$ cat src/rtl/or_mask_unpacker.sv
// Sequential decoder that turns an OR-merged request mask into one source index per beat, lowest first.
// Optional zero-mask reporting beat is built when OR_UNPACK_ZERO_REPORT_EN is defined.
module or_mask_unpacker #(
  parameter int BitWidth   = 8,
  parameter int IndexWidth = $clog2(BitWidth)
) (
  input  logic                  Clk,
  input  logic                  Reset_n,
  input  logic [BitWidth-1:0]   In,
  input  logic                  InValid,
  output logic                  InReady,
  output logic [IndexWidth-1:0] Index,
  output logic                  Last,
  output logic                  Empty,
  output logic                  OutValid,
  input  logic                  OutReady
);

  typedef enum logic {
    IDLE = 1'b0,
    EMIT = 1'b1
  } state_t;

  localparam logic [BitWidth-1:0] MaskOne = {{(BitWidth-1){1'b0}}, 1'b1};

  state_t              state;
  state_t              nextState;
  logic [BitWidth-1:0] mask;
  logic                accept;
  logic                fire;
  logic                lastBeat;

  function automatic logic [IndexWidth-1:0] lowestIdx(input logic [BitWidth-1:0] m);
    lowestIdx = '0;
    for (int i = BitWidth - 1; i >= 0; i--) begin
      if (m[i]) lowestIdx = IndexWidth'(i);
    end
  endfunction

  function automatic logic singleBit(input logic [BitWidth-1:0] m);
    singleBit = (m != '0) && ((m & (m - MaskOne)) == '0);
  endfunction

  function automatic logic [BitWidth-1:0] clearLowest(input logic [BitWidth-1:0] m);
    clearLowest = m & (m - MaskOne);
  endfunction

  assign accept = (state == IDLE) && InValid;
  assign fire   = (state == EMIT) && OutReady;

`ifdef OR_UNPACK_ZERO_REPORT_EN
  logic zeroPend;

  assign lastBeat = zeroPend || singleBit(mask);

  // zero-mask marker: set on accepting an all-zero word, cleared by its single beat
  always_ff @(posedge Clk or negedge Reset_n) begin
    if (!Reset_n) begin
      zeroPend <= 1'b0;
    end else if (accept) begin
      zeroPend <= (In == '0);
    end else if (fire && lastBeat) begin
      zeroPend <= 1'b0;
    end
  end
`else
  assign lastBeat = singleBit(mask);
`endif

  always_ff @(posedge Clk or negedge Reset_n) begin
    if (!Reset_n) begin
      state <= IDLE;
    end else begin
      state <= nextState;
    end
  end

  // mask accept / consume stage
  always_ff @(posedge Clk or negedge Reset_n) begin
    if (!Reset_n) begin
      mask <= '0;
    end else if (accept) begin
      mask <= In;
    end else if (fire) begin
      mask <= clearLowest(mask);
    end
  end

  always_comb begin
    nextState = state;
    case (state)
      IDLE: begin
`ifdef OR_UNPACK_ZERO_REPORT_EN
        if (InValid) nextState = EMIT;
`else
        if (InValid && (In != '0)) nextState = EMIT;
`endif
      end
      EMIT: begin
        if (OutReady && lastBeat) nextState = IDLE;
      end
      default: nextState = IDLE;
    endcase
  end

  // outputs decode registers only; nothing here looks at InValid or OutReady
  always_comb begin
    InReady  = 1'b0;
    OutValid = 1'b0;
    Index    = '0;
    Last     = 1'b0;
    Empty    = 1'b0;
    case (state)
      IDLE: begin
        InReady = 1'b1;
      end
      EMIT: begin
        OutValid = 1'b1;
        Index    = lowestIdx(mask);
        Last     = lastBeat;
`ifdef OR_UNPACK_ZERO_REPORT_EN
        Empty    = zeroPend;
`endif
      end
      default: begin
        InReady = 1'b0;
      end
    endcase
  end

endmodule

$ cat config.mk
export PLATFORM = sky130hd
export DESIGN_NAME = or_mask_unpacker
export DESIGN_NICKNAME = d
export VERILOG_FILES = /design/src/rtl/or_mask_unpacker.sv
export SDC_FILE = /design/constraint.sdc
export NUM_CORES = 1
export LEC_CHECK = 0
export BUFFER_PORTS_ARGS = -buffer_cell sky130_fd_sc_hd__buf_4
export CELL_PAD_IN_SITES_DETAIL_PLACEMENT = 0
export CELL_PAD_IN_SITES_GLOBAL_PLACEMENT = 1
export CORE_UTILIZATION = 32
export DETAILED_ROUTE_END_ITERATION = 6
export PLACE_DENSITY_LB_ADDON = 0.25
export SYNTH_ARGS = -nofsm -noshare
export SYNTH_HDL_FRONTEND = slang
export SYNTH_SLANG_ARGS = --single-unit
$ cat constraint.sdc
create_clock -name Clk -period 1.7 [get_ports Clk]
set_clock_uncertainty 0.15 [all_clocks]
set_input_delay 0.085 -clock Clk [delete_from_list [all_inputs] [get_ports Clk]]
set_output_delay 0.085 -clock Clk [all_outputs]
set_load 0.02 [all_outputs]
Word-level counts from Yosys, hierarchy flattened
Cells that the tools add are included.
- register bits: 9
- logic and storage cells: 31
- $add $sub $neg: 1
- multiplexer cells: 17
- bitwise gates (word level): 2
- reductions and logical operators: 9
- operators with widths (operator ; number):
    $mux 3 ; 9
    $mux 8 ; 2
    $reduce_bool 8->1 ; 2
    $and 8x8->8 ; 1
    $logic_not 8->1 ; 1
    $sub 8x1->8 const B ; 1
    $logic_and 1x1->1 ; 5
    $mux 1 ; 5
    $pmux 1 s2 ; 1
    $reduce_bool 2->1 ; 1
    $not 1->1 ; 1

Logic depth before layout (Yosys ltp)
Gate-level depths: netlist of run 1.
- depth in word-level cells: 9
- depth in mapped cells: 5
- gate-level depth less buffers: 4

Worst setup path before layout of run 1
OpenSTA, ideal clock, no wires.
- kind: register to output
- from: reg mask[3]
- to: out Last
- arrival: 1644 ps
- path slack: -179 ps
- cell stages (with the launch flop): 5
- path buffers: 0
- cells stage by stage: dfrtp_1 -> or4_1 -> a211oi_1 -> a21oi_1 -> nor3_1
- word-level cells in the longest chain between the ends: 5
- ends and longest elaborated chain (item ; RTL line ; text):
    from (decl) ; 28 ; logic [BitWidth-1:0] mask;
    from (signal assigned) ; 83 ; mask <= In;
    from (signal assigned) ; 85 ; mask <= clearLowest(mask);
    $sub 8x1->8 ; 41 ; singleBit = (m != '0) && ((m & (m - MaskOne)) == '0);
    $and 8x8->8 ; 41 ;
    $logic_not 8->1 ; 41 ;
    $logic_and 1x1->1 (*) ; 41 ;
    $mux 1 (*) ; 113 ; case (state)
    to (decl) ; 13 ; output logic Last,
Every way passes the cells marked *; elsewhere a longest branch is shown, timed or not.

Worst setup path in the final report of run 1
- from: reg mask[7]
- to: out Last
The elaborated chain is that of the path after synthesis.

==> impl_metrics.json, run 1 <==
{
  "layout.nets": 141,
  "leakage_nw": 0.571,
  "drt_iter0_markers": 5,
  "setup.worst_path.end": "Last",
  "timing_hold_violations_final": 0,
  "setup-tns-final_ns": -1.17,
  "rows": 16,
  "violations": "negative setup slack",
  "drive_above_1_share_pct": 48.4,
  "rr_startpoint": "mask[4]",
  "fin_ws_ns": -0.407,
  "intPower_w": 0.00135,
  "htree_levels": 1,
  "critPathArrivalTime_ns": 1.87,
  "clkTransAtPathRegs_ns": 0.06,
  "worst-r2r-setup-slack_ns": -0.23,
  "status": "finished, violations left",
  "track_usage_pct": 21.5,
  "cts-root-buf": "clkbuf_4",
  "synth.net_count": 89,
  "rsz0062_at_grt": "true",
  "die_w_um": 47.4,
  "switching_share_pct": 41.9,
  "overflow": 0,
  "powerDensity_nw_per_um2": 1960,
  "syn_area_um2": 659,
  "fin_util_pct": 61.0,
  "routedWlPerCell_um": 13.3,
  "drt-vias-per-instance": 5.02,
  "antenna_found_initial": 0,
  "hp-class": "input pin to flop",
  "r2r_end": "state",
  "synth.distinct_cells": 35,
  "power_frac_clock_pct": 7.1,
  "drt_wl_total_mm": 2.07,
  "die_area_um2": 2250,
  "use_met3_pct": 4.23,
  "r2r_cells": 8,
  "cts.sinks": 9,
  "peakVddDrop_v": 0.000858,
  "drv_cap": 0,
  "yosys_warnings": 0,
  "grt_pass1_vias": 698,
  "cp_max_fo": 2,
  "ant_nets": 0,
  "p_seq_share_pct": 16.6,
  "final_max_slew_viol_count": 0,
  "cts_tree": "built",
  "io_buffers": 17,
  "synth_seq_cells": 9,
  "setup_viol": 6,
  "die_h_um": 47.4,
  "io_pins": 19,
  "drc": 0,
  "vias": 778,
  "busiest_layer": "met2",
  "dp_slack_ns": -0.114,
  "drt-pass1-iter-count": 4,
  "core_area_um2": 1940,
  "use_met2_pct": 31.8,
  "yosysSeqAreaShare_pct": 34.2,
  "cp-startpoint": "mask[7]",
  "power_w": 0.00232,
  "cp-end-kind": "output port",
  "met1_usage_pct": 29.7,
  "syn_to_final_growth_pct": 79.7,
  "fin_crit_sh_pct": 124,
  "grt_pass1_wl_mm": 3.21,
  "start_kind": "flop",
  "n_antenna_cell": 0,
  "crit_type": "flop to output port",
  "p_sw_w": 0.000971,
  "clock_latency_ns": 0.25,
  "gp_congestion": 0.873,
  "synthCells": 77,
  "start_util_pct": 34.0,
  "dp_hpwl_mm": 1.49,
  "combinationalPowerShare_pct": 76.3,
  "clock_path_buffers": 2,
  "grt_max_degree": 19,
  "whs_ns": 0.0235,
  "fmax_mhz": 475,
  "cts_buffers": 3,
  "period_needed_ns": 2.11,
  "critPathRequiredTime_ns": 1.46,
  "avgSynthCellArea_um2": 8.56
}
-- Yosys cell counts --
master	n	area, um^2
a2111oi_0	1	8.76
a211o_1	1	8.76
a211oi_1	2	15.0
a21boi_0	1	7.51
a21o_1	2	15.0
a21oi_1	3	15.0
a21oi_2	1	8.76
a22o_1	3	26.3
a31o_2	1	8.76
and3_1	1	6.26
and3_2	1	7.51
buf_4	1	7.51
buf_6	1	11.3
clkbuf_1	4	15.0
conb_1	1	3.75
dfrtp_1	9	225
inv_1	4	15.0
mux2i_1	4	40.0
nand2_1	3	11.3
nand2b_1	4	25.0
nand3b_1	1	7.51
nor2_1	5	18.8
nor2b_1	1	6.26
nor3_1	1	5.00
nor3b_1	2	15.0
nor4_1	3	18.8
o211ai_1	2	15.0
o21ai_0	7	35.0
o21ai_1	1	5.00
o21bai_1	1	7.51
o311ai_1	1	8.76
o32a_1	1	10.0
or2_2	1	6.26
or4_1	1	7.51
or4_4	1	11.3
-- cell usage in the layout (no fill, tap or decap), types with 4 or more instances in the layout --
cell	instances
inv_1	4
nor2_1	5
buf_4	40
buf_6	5
dfrtp_1	9
mux2i_1	4
o21ai_1	5
dlygate4sd3_1	8
nand2b_1	4
-- stage by stage --
stage / area, um^2 / cells
6_report: 1180 / 155
5_1_grt: 1180 / 155
4_1_cts: 1130 / 152
3_5_place_dp: 963 / 136
3_3_place_gp: 963 / 136
2_1_floorplan: 678 / 77
-- worst max-delay path, stage by stage, from the launching register on --
cell and delay [ns]:
dfrtp_1 0.38, or4_4 0.54, a211o_1 0.29, a21oi_2 0.19, nor3_2 0.07, buf_4 0.16
-- power by group through the flow --
| stage | Combinational, W | Clock (W) | Sequential [W] |
|---|---|---|---|
| after CTS | 0.00163 | 0.000166 | 0.000381 |
| after global placement | 0.00141 | 0 | 0.000379 |
| after detailed placement | 0.00141 | 0 | 0.000389 |
| final | 0.00177 | 0.000164 | 0.000385 |
| after global routing | 0.00192 | 0.000182 | 0.000399 |
| after floorplan | 0.000786 | 0 | 0.000406 |
-- layout make-up --
cell class | count | area (um^2)
well taps | 27 | 33.8
multi-input cells | 58 | 448
fillers | 184 | 757
clock buffers | 4 | 26.3
flip-flops and latches | 9 | 225
repair buffers | 53 | 437
inverters | 4 | 15.0
-- metal layers --
| metal | wire length, um | part of all wire [%] | vias up |
|---|---|---|---|
| met4 | 14 | 0.68 | 0 |
| met2 | 994 | 48 | 24 |
| met1 | 965 | 47 | 361 |
| li1 | - | - | 391 |
| met5 | 0 | 0 | - |
| met3 | 93 | 4.5 | 2 |
-- kinds of logic after synthesis --
logic type      Yosys count  share of synthesized area, %
other cells               1                         0.569
buf+inv                  10                          7.40
simple gates             25                          22.2
flops                     9                          34.2
mux                       4                          6.07
compound gates           28                          29.6
-- flip-flops by register name, summed over array words and instances (netlist names) --
signal  flops
mask        8
state       1
-- repair_timing --
item / 4_1_cts / 5_1_grt
endpoints found under the setup margin: 6 / 9
hold buffers: 6 / 2
hold endpoints to repair: 14 / 2
pin swaps: 5 / 1
setup buffers: 7 / 1
gates resized for setup: 11 / 6
-- worst min path at each step --
stage	startpoint	endpoint	slack, ns	depth (start not counted)
floorplan	Reset_n	mask[0]	-0.36	0
global placement	Reset_n	mask[1]	-0.23	1
detailed placement	Reset_n	mask[0]	-0.23	1
CTS	In[6]	mask[6]	0.005	3
global route	Reset_n	mask[5]	0.05	2
finish	In[4]	mask[4]	0.02	4
(Power assumes the default switching activity.)
==> run 2, diff against run 1 <==
- clock period: 1.7 -> 2.59 ns (I/O delays scaled with it)
==> run 2 against run 1 <==
Effect of this change: the flow now finishes without violations; critical path depth is the same; sequential share of layout area grew 6.6 points; via count shrank 18%; final area shrank 26%; core utilization shrank 16 points; cell count shrank 19%; non-clock buffer count shrank 29.
==> impl_metrics.json, run 2 (synthesis gave the netlist of run 1 again) <==
{
  "critPathRequiredTime_ns": 2.31,
  "cts-hold-fix-buffers": 6,
  "cp-end-kind": "output port",
  "start_util_pct": 34.0,
  "start_kind": "flop",
  "drive_above_1_share_pct": 26.3,
  "fin_crit_sh_pct": 85.8,
  "die_area_um2": 2250,
  "dp_hpwl_mm": 1.21,
  "hp-start": "In[5]",
  "hold_depth": 3,
  "post_cts_resized": 0,
  "setup_viol": 0,
  "timing_hold_violations_final": 0,
  "crit_type": "flop to output port",
  "critPathArrivalTime_ns": 1.94,
  "cts_buffers": 3,
  "vias": 639,
  "grt_pass1_vias": 586,
  "htree_levels": 1,
  "cts-root-buf": "clkbuf_4",
  "setup-tns-final_ns": 0,
  "combinationalPowerShare_pct": 61.2,
  "drv_cap": 0,
  "io_buffers": 17,
  "overflow": 0,
  "grt_max_degree": 19,
  "final_common_cell": "buf_4",
  "syn_to_final_growth_pct": 33.6,
  "drt-pass1-iter-count": 4,
  "drc": 0,
  "top_register": "mask",
  "drt_iter0_markers": 9,
  "ant_nets": 0,
  "whs_ns": 0.0293,
  "cp_max_fo": 10,
  "drt-vias-per-instance": 5.07,
  "largest_reg_flops": 8,
  "p_seq_share_pct": 28.4,
  "fmax_mhz": 450,
  "switching_share_pct": 46.3,
  "peakVddDrop_v": 0.000533,
  "die_w_um": 47.4,
  "io_pins": 19,
  "final_max_slew_viol_count": 0,
  "r2r_cells": 4,
  "max_stage_delay_ns": 0.51,
  "rr_startpoint": "mask[3]",
  "clock_latency_ns": 0.26,
  "core_area_um2": 1940,
  "n_antenna_cell": 0,
  "intPower_w": 0.000565,
  "slowest_stage": "or4_4",
  "antenna_found_initial": 0,
  "clock_path_buffers": 2,
  "worst-r2r-setup-slack_ns": 0.69,
  "routedWlPerCell_um": 13.7,
  "post-cts-setup-buffers": 0,
  "gp_congestion": 0.800,
  "grt_pass1_wl_mm": 2.73,
  "power_frac_clock_pct": 10.3,
  "hp-class": "input pin to flop",
  "r2r_end": "state",
  "rows": 16,
  "min_to": "mask[5]",
  "top_regs": "mask (8), state (1)",
  "layout.nets": 112,
  "leakage_nw": 0.406,
  "p_sw_w": 0.000488,
  "drt_wl_total_mm": 1.73,
  "final_cell_mix": "18 x buf_4, 9 x dfrtp_1, 7 x o21ai_0",
  "powerDensity_nw_per_um2": 1200,
  "tightest_slew_ns": 0.533,
  "period_needed_ns": 2.22,
  "nFillCells": 211,
  "cts.sinks": 9,
  "slew-limit-headroom_pct": 63.5,
  "die_h_um": 47.4,
  "rsz0062_at_grt": "false",
  "cts_tree": "built",
  "path_cells": "or4_4 -> a211o_1 -> a21oi_2 -> nor3_1 -> buf_4",
  "status": "complete, no violations",
  "track_usage_pct": 17.6,
  "clkTransAtPathRegs_ns": 0.06
}
run 2: changes by cell type in the layout (fill, tap and decap cells not counted), moves of 2 or more:
| cell | change |
|---|---|
| a211oi_2 | -2 |
| a211oi_1 | +2 |
| o21ai_0 | +4 |
| buf_6 | -5 |
| dlygate4sd3_1 | -2 |
| buf_4 | -22 |
| o21ai_1 | -4 |
run 2: layout make-up:
type,instances,area [um^2],share of cell area [%]
timing repair buffer,24,195,22.2
clock buffer,4,26.3,2.98
sequential,9,225,25.6
inverter,4,15.0,1.70
tap,27,33.8,3.84
multi-input combinational,58,385,43.8
run 2: critical path, delay by kind of cell (launching register included):
kind | cells | cell delay (ns)
AOI/OAI and AO/OA | 2 | 0.48
buffers and inverters | 1 | 0.16
DFF | 1 | 0.47
and+or+nand+nor | 2 | 0.58
run 2: power by group through the flow:
stage / clock network (W) / logic (W) / registers, W
final: 0.000109 / 0.000645 / 0.000300
after detailed placement: 0 / 0.000635 / 0.000298
after global placement: 0 / 0.000640 / 0.000295
after CTS: 0.000118 / 0.000645 / 0.000296
after floorplan: 0 / 0.000476 / 0.000263
after global routing: 0.000125 / 0.000711 / 0.000314
run 2: layer usage:
metal / part of all wire (%) / track usage (%) / vias up / routed length [um]
met5: 0 / 0 / - / 0
met4: 0.52 / 6.86 / 0 / 9
met3: 4.0 / 2.31 / 2 / 69
met2: 44 / 25.5 / 15 / 764
met1: 51 / 26.2 / 293 / 882
li1: - / - / 329 / -
run 2: how the worst max path moves through the flow:
stage / slack, ns / start / cells after the start / endpoint
floorplan: 0.67 / mask[3] / 4 / Last
global placement: 0.66 / mask[4] / 5 / Last
detailed placement: 0.66 / mask[7] / 5 / Last
CTS: 0.36 / mask[4] / 5 / Last
global route: 0.26 / mask[3] / 5 / Last
finish: 0.37 / mask[4] / 5 / Last
run 2: stage by stage:
step                      cells  power (W)  util [%]  cell area (um^2)  setup slack, ns
after floorplan              77   0.000739         -               659            0.666
after global placement      116   0.000936      40.9               795            0.663
after detailed placement    116   0.000933      40.9               795            0.658
after CTS                   126    0.00106      45.4               881            0.356
after global routing        126    0.00115      45.4               881            0.263
final                       126    0.00105      45.4               881            0.369
==> run 3, diff against run 2 <==
- CTS_BUF_LIST: unset -> sky130_fd_sc_hd__clkbuf_8
- GPL_TIMING_DRIVEN: unset -> 0
- SLEW_MARGIN: unset -> 10
==> run 3 against run 2 <==
Effect of this change: setup slack lost 0.023 ns; combinational power grew 5.0%; final area is 3.1% higher; maximum frequency fell by 1.0%; die area is the same; non-clock buffer count up 3; largest cell class unchanged.
==> impl_metrics.json, run 3 (synthesis gave the netlist of run 1 again) <==
{
  "clock_latency_ns": 0.23,
  "final_common_cell": "buf_4",
  "drt_iter0_markers": 7,
  "syn_to_final_growth_pct": 37.8,
  "io_buffers": 16,
  "worst-path-buf-inv": 2,
  "status": "complete, no violations",
  "hold_depth": 3,
  "clkTransAtPathRegs_ns": 0.05,
  "fin_ws_ns": 0.346,
  "largest_reg_flops": 8,
  "dp_hpwl_mm": 1.23,
  "post-cts-setup-buffers": 0,
  "fin_crit_sh_pct": 86.6,
  "die_w_um": 47.4,
  "cts.sinks": 9,
  "hp-start": "In[7]",
  "regArea_um2": 225,
  "powerDensity_nw_per_um2": 1230,
  "power_w": 0.00111,
  "path_cells": "buf_6 -> or4_4 -> a211o_1 -> a21oi_2 -> nor3_1 -> buf_4",
  "rows": 16,
  "fin_cells": 129,
  "drt-pass1-iter-count": 4,
  "setup-tns-final_ns": 0,
  "final_max_slew_viol_count": 0,
  "min_to": "mask[7]",
  "drt_wl_total_mm": 1.63,
  "peakVddDrop_v": 0.000511,
  "grt_max_degree": 11,
  "top_regs": "mask (8), state (1)",
  "critPathRequiredTime_ns": 2.31,
  "clock_path_buffers": 2,
  "routedWlPerCell_um": 12.6,
  "slowest_stage": "or4_4",
  "start_util_pct": 34.0,
  "placedCellCount": 120,
  "max_stage_delay_ns": 0.48,
  "fmax_mhz": 446,
  "drv_cap": 0,
  "multi_input_area_um2": 385,
  "dp_slack_ns": 0.614,
  "met1_usage_pct": 25.3,
  "use_met2_pct": 24.7,
  "critPathArrivalTime_ns": 1.96,
  "period_needed_ns": 2.24,
  "drive_above_1_share_pct": 25.5,
  "crit_type": "flop to output port",
  "gp_congestion": 0.791,
  "cp_max_fo": 10,
  "crit_family": "simple AND/OR/NAND/NOR gates",
  "die_h_um": 47.4,
  "die_area_um2": 2250,
  "setup_viol": 0,
  "grt_pass1_wl_mm": 2.68,
  "r2r_end": "state",
  "busiest_layer": "met1",
  "io_pins": 19,
  "ant_nets": 0,
  "drc": 0,
  "drt-vias-per-instance": 5.09,
  "vias": 656,
  "overflow": 0,
  "worst-r2r-setup-slack_ns": 0.69,
  "grt_pass1_vias": 582,
  "slew-limit-headroom_pct": 64.6,
  "r2r_cells": 5,
  "final_cell_mix": "17 x buf_4, 9 x dfrtp_1, 7 x o21ai_0",
  "use_met3_pct": 3.85,
  "n_antenna_cell": 0,
  "layout.nets": 115,
  "cts_buffers": 3,
  "tightest_slew_ns": 0.518,
  "top_register": "mask",
  "cts-root-buf": "clkbuf_8",
  "rr_startpoint": "mask[4]",
  "htree_levels": 1,
  "rsz0062_at_grt": "false",
  "start_kind": "flop",
  "core_area_um2": 1940,
  "hp-class": "input pin to flop",
  "nFillCells": 213,
  "antenna_found_initial": 0,
  "cp-end-kind": "output port",
  "fin_util_pct": 46.8,
  "track_usage_pct": 17.6,
  "cts_tree": "built",
  "leakage_nw": 0.421,
  "timing_hold_violations_final": 0
}
-- run 3: metrics by stage --
step / instance area, um^2 / hold slack [ns]
floorplan: 659 / -0.316
global placement: 813 / -0.187
detailed placement: 813 / -0.187
CTS: 908 / 0.0476
global route: 908 / 0.0777
finish: 908 / 0.0395
-- run 3: routing by layer --
layer / wire, um / part of all wire, %
met1: 833 / 51
met2: 696 / 43
met3: 72 / 4.4
met4: 27 / 1.7
met5: 0 / 0
-- run 3: worst max path at each step --
stage | slack, ns | from | depth (start not counted) | endpoint
2_1_floorplan | 0.67 | mask[3] | 4 | Last
4_1_cts | 0.36 | mask[4] | 6 | Last
3_5_place_dp | 0.61 | mask[4] | 6 | Last
5_1_grt | 0.30 | mask[0] | 6 | Last
6_report | 0.35 | mask[4] | 6 | Last
3_3_place_gp | 0.62 | mask[7] | 5 | Last
-- run 3: worst register-to-register path: cells and delay by family, from the launching register on --
kind	cells	cell delay, ns
DFF	1	0.39
buffers and inverters	1	0.14
and+or+nand+nor	1	0.48
AOI/OAI and AO/OA	3	0.67
-- run 3: area by class of cell --
class	instances	area share (%)
Buffer	6	3.72
Tap cell	27	3.72
Multi-Input combinational cell	58	42.4
Clock inverter	1	0.413
Clock buffer	3	4.55
Timing Repair Buffer	21	18.7
Sequential cell	9	24.8
Inverter	4	1.65
-- run 3: power by group --
part / total (W) / leakage (nW) / switching, W / internal (W)
Sequential: 0.000276 / 0.115 / 0.0000768 / 0.000199
Combinational: 0.000677 / 0.278 / 0.000361 / 0.000316
Clock: 0.000161 / 0.0269 / 0.0000579 / 0.000103
-- run 3: timing repair --
action                    in CTS  in global routing
hold buffers                   5                  0
hold endpoints to repair      13                  0
gates resized for setup        0                  0
